## src/rtl/move_argmax_layer_pkg.sv

```systemverilog
// move_argmax_layer_pkg
//   Shared definitions for the move argmax stage:
//   - DATA_LEN : system-wide signed element width (same value used by the
//                upstream layers; do not redefine it locally)
//   - NUM_DEF  : default number of moves per score vector
//   - IDX_W    : width of the returned move index (fixed at 4, NUM <= 16)
//   - CNT_W    : scan counter width, one bit wider so it can reach NUM
//   - state_e  : controller states AIDLE / ASCAN / ADONE
package move_argmax_layer_pkg;

  localparam int DATA_LEN = 8;
  localparam int NUM_DEF  = 12;
  localparam int IDX_W    = 4;
  localparam int CNT_W    = IDX_W + 1;

  typedef enum logic [1:0] {
    AIDLE = 2'd0,
    ASCAN = 2'd1,
    ADONE = 2'd2
  } state_e;

endpackage

```

## src/rtl/move_argmax_layer_score_sub.sv

```systemverilog
// move_argmax_layer_score_sub
//   Combinational signed subtract s = a - b, widened by one bit so that the
//   full range (max positive minus max negative) is represented exactly.
// Ports:
//   a_i  in  DATA_LEN    signed minuend
//   b_i  in  DATA_LEN    signed subtrahend
//   s_o  out DATA_LEN+1  signed difference
module move_argmax_layer_score_sub
  import move_argmax_layer_pkg::*;
#(
  parameter int W = DATA_LEN
) (
  input  logic signed [W-1:0] a_i,
  input  logic signed [W-1:0] b_i,
  output logic signed [W:0]   s_o
);

  // Sign-extend both operands by one bit, then subtract.
  assign s_o = $signed({a_i[W-1], a_i}) - $signed({b_i[W-1], b_i});

endmodule

```

## src/rtl/move_argmax_layer.sv

```systemverilog
// move_argmax_layer
//   Final decision stage: scans s[i] = d1[i] - d2[i] serially (one element per
//   clock, a single subtractor/comparator) and returns the index of the
//   maximum. Ties resolve to the lowest index.
//   Timing: capture edge T, evaluations on edges T+1..T+NUM, valid on T+NUM+1.
// Ports:
//   clk        in   1            rising-edge clock
//   rst_n      in   1            asynchronous active-low reset
//   load       in   1            level request, held high for the whole operation
//   d1         in   NUM*DATA_LEN packed signed scores, element i at [i*DATA_LEN +: DATA_LEN]
//   d2         in   NUM*DATA_LEN same packing as d1
//   valid      out  1            result ready (DONE state)
//   q          out  4            argmax index
//   best_score out  DATA_LEN+1   winning score, only when ARGMAX_SCORE_OUT_EN is defined
// Configuration macro: ARGMAX_SCORE_OUT_EN
module move_argmax_layer
  import move_argmax_layer_pkg::*;
#(
  parameter int W   = DATA_LEN,
  parameter int NUM = NUM_DEF
) (
  input  logic                 clk,
  input  logic                 rst_n,
  input  logic                 load,
  input  logic [NUM*W-1:0]     d1,
  input  logic [NUM*W-1:0]     d2,
  output logic                 valid,
  output logic [IDX_W-1:0]     q
`ifdef ARGMAX_SCORE_OUT_EN
  ,
  output logic signed [W:0]    best_score
`endif
);

  state_e                  state_q;
  logic [NUM*W-1:0]        d1_q, d2_q;
  logic [CNT_W-1:0]        cnt_q;
  logic signed [W:0]       best_q;
  logic [IDX_W-1:0]        best_idx_q;
  logic                    valid_q;
  logic [IDX_W-1:0]        q_q;
  logic signed [W:0]       score_q;

  logic signed [W-1:0]     a_d, b_d;
  logic signed [W:0]       score_d;
  logic signed [W:0]       best_d;
  logic [IDX_W-1:0]        best_idx_d;

  // Select the pair addressed by the scan counter (zero once the counter passes NUM-1).
  always_comb begin
    a_d = '0;
    b_d = '0;
    for (int i = 0; i < NUM; i++) begin
      a_d = a_d | ((cnt_q == CNT_W'(i)) ? d1_q[i*W +: W] : {W{1'b0}});
      b_d = b_d | ((cnt_q == CNT_W'(i)) ? d2_q[i*W +: W] : {W{1'b0}});
    end
  end

  move_argmax_layer_score_sub #(.W(W)) u_score_sub (
    .a_i (a_d),
    .b_i (b_d),
    .s_o (score_d)
  );

  // Running maximum: element 0 always seeds, later elements win only if strictly greater.
  always_comb begin
    best_d     = best_q;
    best_idx_d = best_idx_q;
    if ((cnt_q == {CNT_W{1'b0}}) || (score_d > best_q)) begin
      best_d     = score_d;
      best_idx_d = cnt_q[IDX_W-1:0];
    end else begin
      best_d     = best_q;
      best_idx_d = best_idx_q;
    end
  end

  // Controller FSM with registered outputs.
  always_ff @(posedge clk or negedge rst_n) begin
    if (!rst_n) begin
      state_q    <= AIDLE;
      d1_q       <= '0;
      d2_q       <= '0;
      cnt_q      <= '0;
      best_q     <= '0;
      best_idx_q <= '0;
      valid_q    <= 1'b0;
      q_q        <= '0;
      score_q    <= '0;
    end else begin
      case (state_q)
        AIDLE: begin
          if (load) begin
            d1_q    <= d1;
            d2_q    <= d2;
            cnt_q   <= '0;
            state_q <= ASCAN;
          end
        end
        ASCAN: begin
          if (!load) begin
            // Abort: no result, q keeps the previous answer.
            state_q <= AIDLE;
          end else if (cnt_q == CNT_W'(NUM)) begin
            state_q <= ADONE;
            valid_q <= 1'b1;
            q_q     <= best_idx_q;
            score_q <= best_q;
          end else begin
            best_q     <= best_d;
            best_idx_q <= best_idx_d;
            cnt_q      <= cnt_q + CNT_W'(1);
          end
        end
        ADONE: begin
          if (!load) begin
            state_q <= AIDLE;
            valid_q <= 1'b0;
          end
        end
        default: begin
          state_q <= AIDLE;
          valid_q <= 1'b0;
        end
      endcase
    end
  end

  assign valid = valid_q;
  assign q     = q_q;
`ifdef ARGMAX_SCORE_OUT_EN
  assign best_score = score_q;
`else
  // Winning score is kept internally only in this build.
  logic unused_score_s;
  assign unused_score_s = ^score_q;
`endif

endmodule
```

## config.mk

```make
export PLATFORM = sky130hd
export DESIGN_NAME = move_argmax_layer
export DESIGN_NICKNAME = d
export VERILOG_FILES = /design/src/rtl/move_argmax_layer_pkg.sv /design/src/rtl/move_argmax_layer_score_sub.sv /design/src/rtl/move_argmax_layer.sv
export SDC_FILE = /design/constraint.sdc
export NUM_CORES = 1
export LEC_CHECK = 0
export BUFFER_PORTS_ARGS = -buffer_cell sky130_fd_sc_hd__buf_2
export CORE_UTILIZATION = 50
export DETAILED_ROUTE_END_ITERATION = 10
export HOLD_SLACK_MARGIN = 0.03
export PLACE_DENSITY = 0.77
export SLEW_MARGIN = 25
export SYNTH_ARGS = -nofsm -noshare
export SYNTH_HDL_FRONTEND = slang
export SYNTH_SLANG_ARGS = --single-unit
```

## constraint.sdc

```tcl
create_clock -name clk -period 6.4 [get_ports clk]
set_input_delay 1.6 -clock clk [delete_from_list [all_inputs] [get_ports clk]]
set_output_delay 1.6 -clock clk [all_outputs]
set_load 0.05 [all_outputs]
```

Yosys cells after proc, flatten, opt, wreduce, memory -nomap -nowiden --
Cells that the tools add are included.
Word-level totals: bits of input ports 195, output and inout port bits 5, register bits after elaboration 217, word-level logic and storage cells 102
Cells by class: bitwise logic cells 24, add/subtract/negate cells 2, mux-type cells 37, order comparisons 1, reductions and logical operators 10, eq/ne operators 20
Operator list (number):
- $mux W8 | 24
- $or A8 B8 Y8 | 22
- $eq A5 B4 Y1 const B | 5
- $eq A5 B3 Y1 const B | 4
- $mux W5 | 3
- $reduce_and A4 Y1 | 3
- $eq A5 B2 Y1 const B | 2
- $ne A2 B2 Y1 const B | 5
- $pmux W5 S2 | 1
- $gt A9 B9 Y1 | 1
- $sub A8 B8 Y9 | 1
- $mux W2 | 4
- $pmux W2 S3 | 1
- $reduce_and A3 Y1 | 2
- $add A5 B1 Y5 const B | 1
- $eq A5 B1 Y1 const B | 1
- $logic_not A5 Y1 | 1
- $mux W1 | 3
- $ne A3 B3 Y1 const B | 1
- $pmux W1 S3 | 1
- $eq A2 B1 Y1 const B | 1
- $eq A2 B2 Y1 const B | 1
- $logic_not A2 Y1 | 1
- $not A1 Y1 | 2
- 3 further kinds | 3

Depth between registers and ports, before layout --
depth in word-level cells 17, gate-level depth with buffers 23, mapped depth without buffers 21

By module --
From an unflattened synthesis, not the netlist that was laid out.
Unflattened totals: cells, all modules 752, area total of the unflattened synthesis 10141.0 um^2
By module, submodules not included:
- move_argmax_layer | cells an instance 694, seq. area each 5430.2 um^2, times used 1, area an instance 9743.1 um^2
- move_argmax_layer_score_sub | cells an instance 58, seq. area each 0.0 um^2, times used 1, area an instance 397.9 um^2

Worst setup path before layout --
OpenSTA, ideal clock, no wires.
kind register -> register, start point reg cnt_q[3], end point reg best_idx_q[1], path buffers 5, path slack 1.573 ns, period minus slack after synthesis 4.827 ns, stages on the path, launching flop included 24, arrival 4.702 ns, path through dfrtp_1 -> buf_2 -> buf_4 -> buf_2 -> buf_2 -> mux2i_1 -> o22ai_1 -> nor2_1 -> nand3_1 -> ha_1 -> fa_1 -> nand2b_1 -> a21oi_1 -> o21a_1 -> o21a_1 -> nor2_1 -> ha_1 -> and3_1 -> or3b_1 -> o211ai_1 -> nor2_1 -> o31ai_4 -> buf_12 -> mux2_4
On the way: longest elaborated chain between the ends 17, elaborated cells between the ends (all ways) 64
RTL lines:
- from (decl) | RTL line move_argmax_layer.sv:37 | logic [CNT_W-1:0] cnt_q;
- from (signal assigned) | RTL line move_argmax_layer.sv:112 | cnt_q <= cnt_q + CNT_W'(1);
- $eq A5 B1 Y1 / $logic_not A5 Y1 (equally long branches) | RTL line move_argmax_layer.sv:54, move_argmax_layer.sv:55
- $mux W8 (on tied branches) | RTL line move_argmax_layer.sv:54, move_argmax_layer.sv:55
- $or A8 B8 Y8 (on tied branches) (11 in a row) | RTL line move_argmax_layer.sv:54, move_argmax_layer.sv:55
- $sub A8 B8 Y9 * | RTL line move_argmax_layer_score_sub.sv:19 | assign s_o = $signed({a_i[W-1], a_i}) - $signed({b_i[W-1], b_i});
- via score_d[6] | RTL line move_argmax_layer.sv:45 | logic signed [W:0] score_d;
- $gt A9 B9 Y1 * | RTL line move_argmax_layer.sv:69 | if ((cnt_q == {CNT_W{1'b0}}) || (score_d > best_q)) begin
- $logic_or A1 B1 Y1 * | RTL line move_argmax_layer.sv:69
- $reduce_and A4 Y1 (no line) *
- to (signal assigned) | RTL line move_argmax_layer.sv:111 | best_idx_q <= best_idx_d;
- to (decl) | RTL line move_argmax_layer.sv:39 | logic [IDX_W-1:0] best_idx_q;
The timed path passes the listed nets; every way through them passes the cells marked *. A chain may end at the register's enable or synchronous reset.

Final worst setup path --
start point reg cnt_q[2], end point reg best_idx_q[3]
Same word-level chain as after synthesis.

==> flow_metrics.py <==
metrics = {
    "power_and_ir_drop": {
        "vdd_drop_max_mv": 0.2420,
        "p_leak_nw": 5.495,
        "p_per_area_nw_per_um2": 348.6,
    },
    "timing": {
        "finalCritPeriodShare_pct": 87.04,
        "skew_ps": 18.37,
        "period_needed_ps": 5570,
        "hold-worst-slack_ps": 502.1,
        "final.setup.tns_ps": 0,
        "grt_setup_unrepaired": "no",
        "fmax_mhz": 179.5,
        "setup_viol": 0,
        "tightest_slew_ps": 1029,
        "drv_slew": 0,
        "hold_viol": 0,
        "slew_headroom_pct": 30.90,
    },
    "grt": {
        "grt_max_degree": 129,
        "gr-total-overflow": 0,
        "grt_antenna_before_repair": 6,
        "grt_usage_pct": 25.70,
        "grt_pass1_vias": 7390,
        "grt_pass1_wl_um": 40100,
    },
    "routing": {
        "drc": 0,
        "drtPass1Iterations": 5,
        "routed_wl_um": 25990,
        "vias_per_cell": 5.700,
        "ant_nets": 0,
        "dr_total_vias": 7170,
        "drt_iter0_drc": 603,
        "drt-wirelength-per-cell_um": 20.66,
    },
    "hold_path": {
        "hold_depth": 1,
        "holdCritStartpoint": "best_idx_q[3]",
        "hold_path_end": "q[3]",
        "hold_path.class": "register to register",
    },
    "logic_synthesis": {
        "synth_compound_area_share_pct": 7.801,
        "ys_seq_elements": 217,
        "synthAdderAreaFrac_pct": 2.776,
        "synth_top_family_by_area": "multiplexers",
        "synthCells": 780,
        "synth_top_cell_by_area": "dfrtp_1",
        "synth_seq_area_share_pct": 53.32,
        "synth_top_area_share_pct": 53.32,
        "synth_nets": 997,
        "synth.most_common_cell": "dfrtp_1",
        "synth_ff_type": "dfrtp_1",
        "synth-edff-count": 0,
        "synth_mux_area_share_pct": 27.38,
        "post_synth_num_cell_types": 49,
        "synth_simple_gate_area_share_pct": 5.393,
        "synth_common_cells": "dfrtp_1 (217), mux2_2 (205), mux2i_1 (36)",
        "ys_async_sr_fraction_pct": 100.0,
        "synthTopCellsByArea": "dfrtp_1 (53%), mux2_2 (23%), mux2i_1 (3.5%)",
        "yosysWarnings": 0,
        "synth_area_sq_um": 10180,
        "synth_xor_area_share_pct": 0.6020,
        "avgSynthCellArea_sq_um": 13.06,
    },
    "cts": {
        "hold_buffers": 0,
        "cts_tree": "done",
        "path_clk_slew_ps": 60,
        "cts_resized": 0,
        "cts_inserted_buffers": 23,
        "cts_buffer_depth": 3,
        "htree_num_levels": 1,
        "clk_latency_ps": 530,
        "root_buffer": "clkbuf_16",
        "cts.sinks": 217,
        "cts_setup_buffers": 0,
    },
    "worst_setup_path": {
        "rr_startpoint": "cnt_q[2]",
        "max_stage_delay_ps": 810,
        "criticalPathCategory": "register to register",
        "cp_data_arrival_time_ps": 5980,
        "critPathMaxFanout": 29,
        "timing.rr.end": "best_idx_q[3]",
        "ff2ff_setup_slack_ps": 830,
        "critPathRequiredTime_ps": 6810,
        "end_kind": "register",
        "critical-path-slowest-cell": "dfrtp_2",
        "crit_chain": "nor2_1 > nand2_1 > o22ai_1 > a211oi_1 > and3_1 > inv_1 > ha_1 > nor2b_1 > o21ai_0 > nor2b_1 > a21bo_2 > xnor2_1 > ha_1 > a211oi_1 > nand2_1 > a2111oi_0 > nor2_1 > o31ai_4 > buf_4 > mux2_2",
        "r2r_cells": 20,
        "startpoint_type": "register",
    },
    "placed_design": {
        "gp_congestion": 0.8851,
        "portBuffers": 199,
        "placed_area_sq_um": 11440,
        "hpwl_um": 19080,
    },
    "floorplan": {
        "io_pins": 200,
        "core-area_sq_um": 19720,
        "die_h_um": 144.7,
        "die-area_sq_um": 20940,
        "start_util_pct": 51.65,
        "rows": 51,
        "die_w_um": 144.7,
    },
    "finish": {
        "nNetsFinal": 1191,
        "final_area_sq_um": 12290,
        "syn2layout_area_growth_pct": 20.71,
        "fill_cells": 1549,
        "drive_gt1_share_pct": 47.58,
    },
    "status": {
        "status": "complete, no violations",
    },
    "run": {
        "max-cap-violations": 0,
    },
}
[placed cells by master (no fill, tap or decap), types with 3 or more instances in the layout]
| cell | instances |
|---|---|
| bufinv_16 | 3 |
| nor2_1 | 30 |
| inv_1 | 18 |
| o22ai_1 | 14 |
| mux2i_1 | 36 |
| a32oi_1 | 5 |
| a221oi_1 | 4 |
| a22oi_1 | 25 |
| a222oi_1 | 4 |
| mux2_4 | 8 |
| a22o_1 | 5 |
| xnor2_1 | 4 |
| nor3_1 | 5 |
| nand4_1 | 5 |
| ha_1 | 21 |
| clkinv_2 | 5 |
| xor2_1 | 3 |
| a211oi_1 | 5 |
| diode_2 | 3 |
| and2_1 | 3 |
| clkbuf_16 | 23 |
| buf_4 | 11 |
| nand2b_1 | 8 |
| mux2_2 | 205 |
| o21ai_0 | 12 |
| a21oi_1 | 22 |
| nand2_1 | 26 |
| clkbuf_8 | 7 |
| nand3_1 | 12 |
| buf_2 | 198 |
| nor2b_1 | 7 |
| dfrtp_1 | 215 |
| o21a_1 | 3 |
| and3_1 | 6 |
[metal layers]
metal | wire length [um] | vias to the layer above | track usage, % | share of wire, %
li1 | - | 3251 | - | -
met2 | 12710 | 263 | 42.18 | 49
met5 | 23 | - | 0 | 0.088
met1 | 10640 | 3585 | 33.50 | 41
met4 | 942 | 4 | 10.03 | 3.6
met3 | 1671 | 67 | 5.199 | 6.4
[cell families (layout without fill, tap and decap cells)]
group / after synthesis / count (layout)
multiplexers: 249 / 249
flip-flops: 217 / 217
AO/OA/AOI/OAI: 112 / 112
AND/OR/NAND/NOR: 111 / 111
buffers and inverters: 62 / 272
adder cells (fa/ha/maj): 22 / 22
XOR/XNOR: 7 / 7
other: 0 / 3
[worst max path at each step]
stage             start       endpoint  slack, ps
2_1_floorplan  cnt_q[3]  best_idx_q[1]       1570
3_3_place_gp   cnt_q[2]  best_idx_q[3]        930
3_5_place_dp   cnt_q[2]  best_idx_q[3]        850
4_1_cts        cnt_q[2]  best_idx_q[3]        860
5_1_grt        cnt_q[0]  best_idx_q[3]        450
6_report       cnt_q[2]  best_idx_q[3]        830
[area by class of cell]
class / count / area [sq um] / area share [%]
sequential: 217 / 5433 / 44.19
multi-input combinational: 501 / 4484 / 36.47
timing repair buffer: 213 / 1156 / 9.404
clock buffer: 32 / 679.4 / 5.526
tap: 265 / 331.6 / 2.697
clock inverter: 9 / 135.1 / 1.099
inverter: 18 / 67.56 / 0.5496
antenna: 3 / 7.507 / 0.06106
[metrics by stage]
stage / util (%) / power [mW] / cells / setup WS [ps]
floorplan: - / 2.540 / 780 / 1573
global placement: 58.04 / 2.859 / 1213 / 932.0
detailed placement: 58.04 / 2.888 / 1213 / 846.5
CTS: 62.17 / 4.305 / 1254 / 860.0
global route: 62.33 / 4.509 / 1256 / 451.6
finish: 62.35 / 4.285 / 1258 / 829.7
[worst max-delay path, delay by kind of cell (launching register included)]
| family | cells | cell delay [ps] |
|---|---|---|
| mux | 1 | 340 |
| xor+xnor | 1 | 150 |
| fa+ha+maj | 2 | 560 |
| compound gates | 7 | 1800 |
| flops | 1 | 810 |
| simple gates | 7 | 1420 |
| buf+inv | 2 | 340 |
[registers in the layout, indices dropped and copies added, names as in the netlist]
| name | flops |
|---|---|
| best_idx_q | 4 |
| best_q | 9 |
| cnt_q | 5 |
| d1_q | 96 |
| d2_q | 96 |
| q | 4 |
| state_q | 2 |
| valid | 1 |
[power breakdown]
| group | total [mW] | internal [mW] | switching, mW | leakage [nW] |
|---|---|---|---|---|
| sequential | 1.74 | 1.59 | 0.150 | 2.56 |
| clock | 1.41 | 0.864 | 0.550 | 0.408 |
| combinational | 1.13 | 0.568 | 0.559 | 2.53 |
Power figures use the tool's default switching activity.
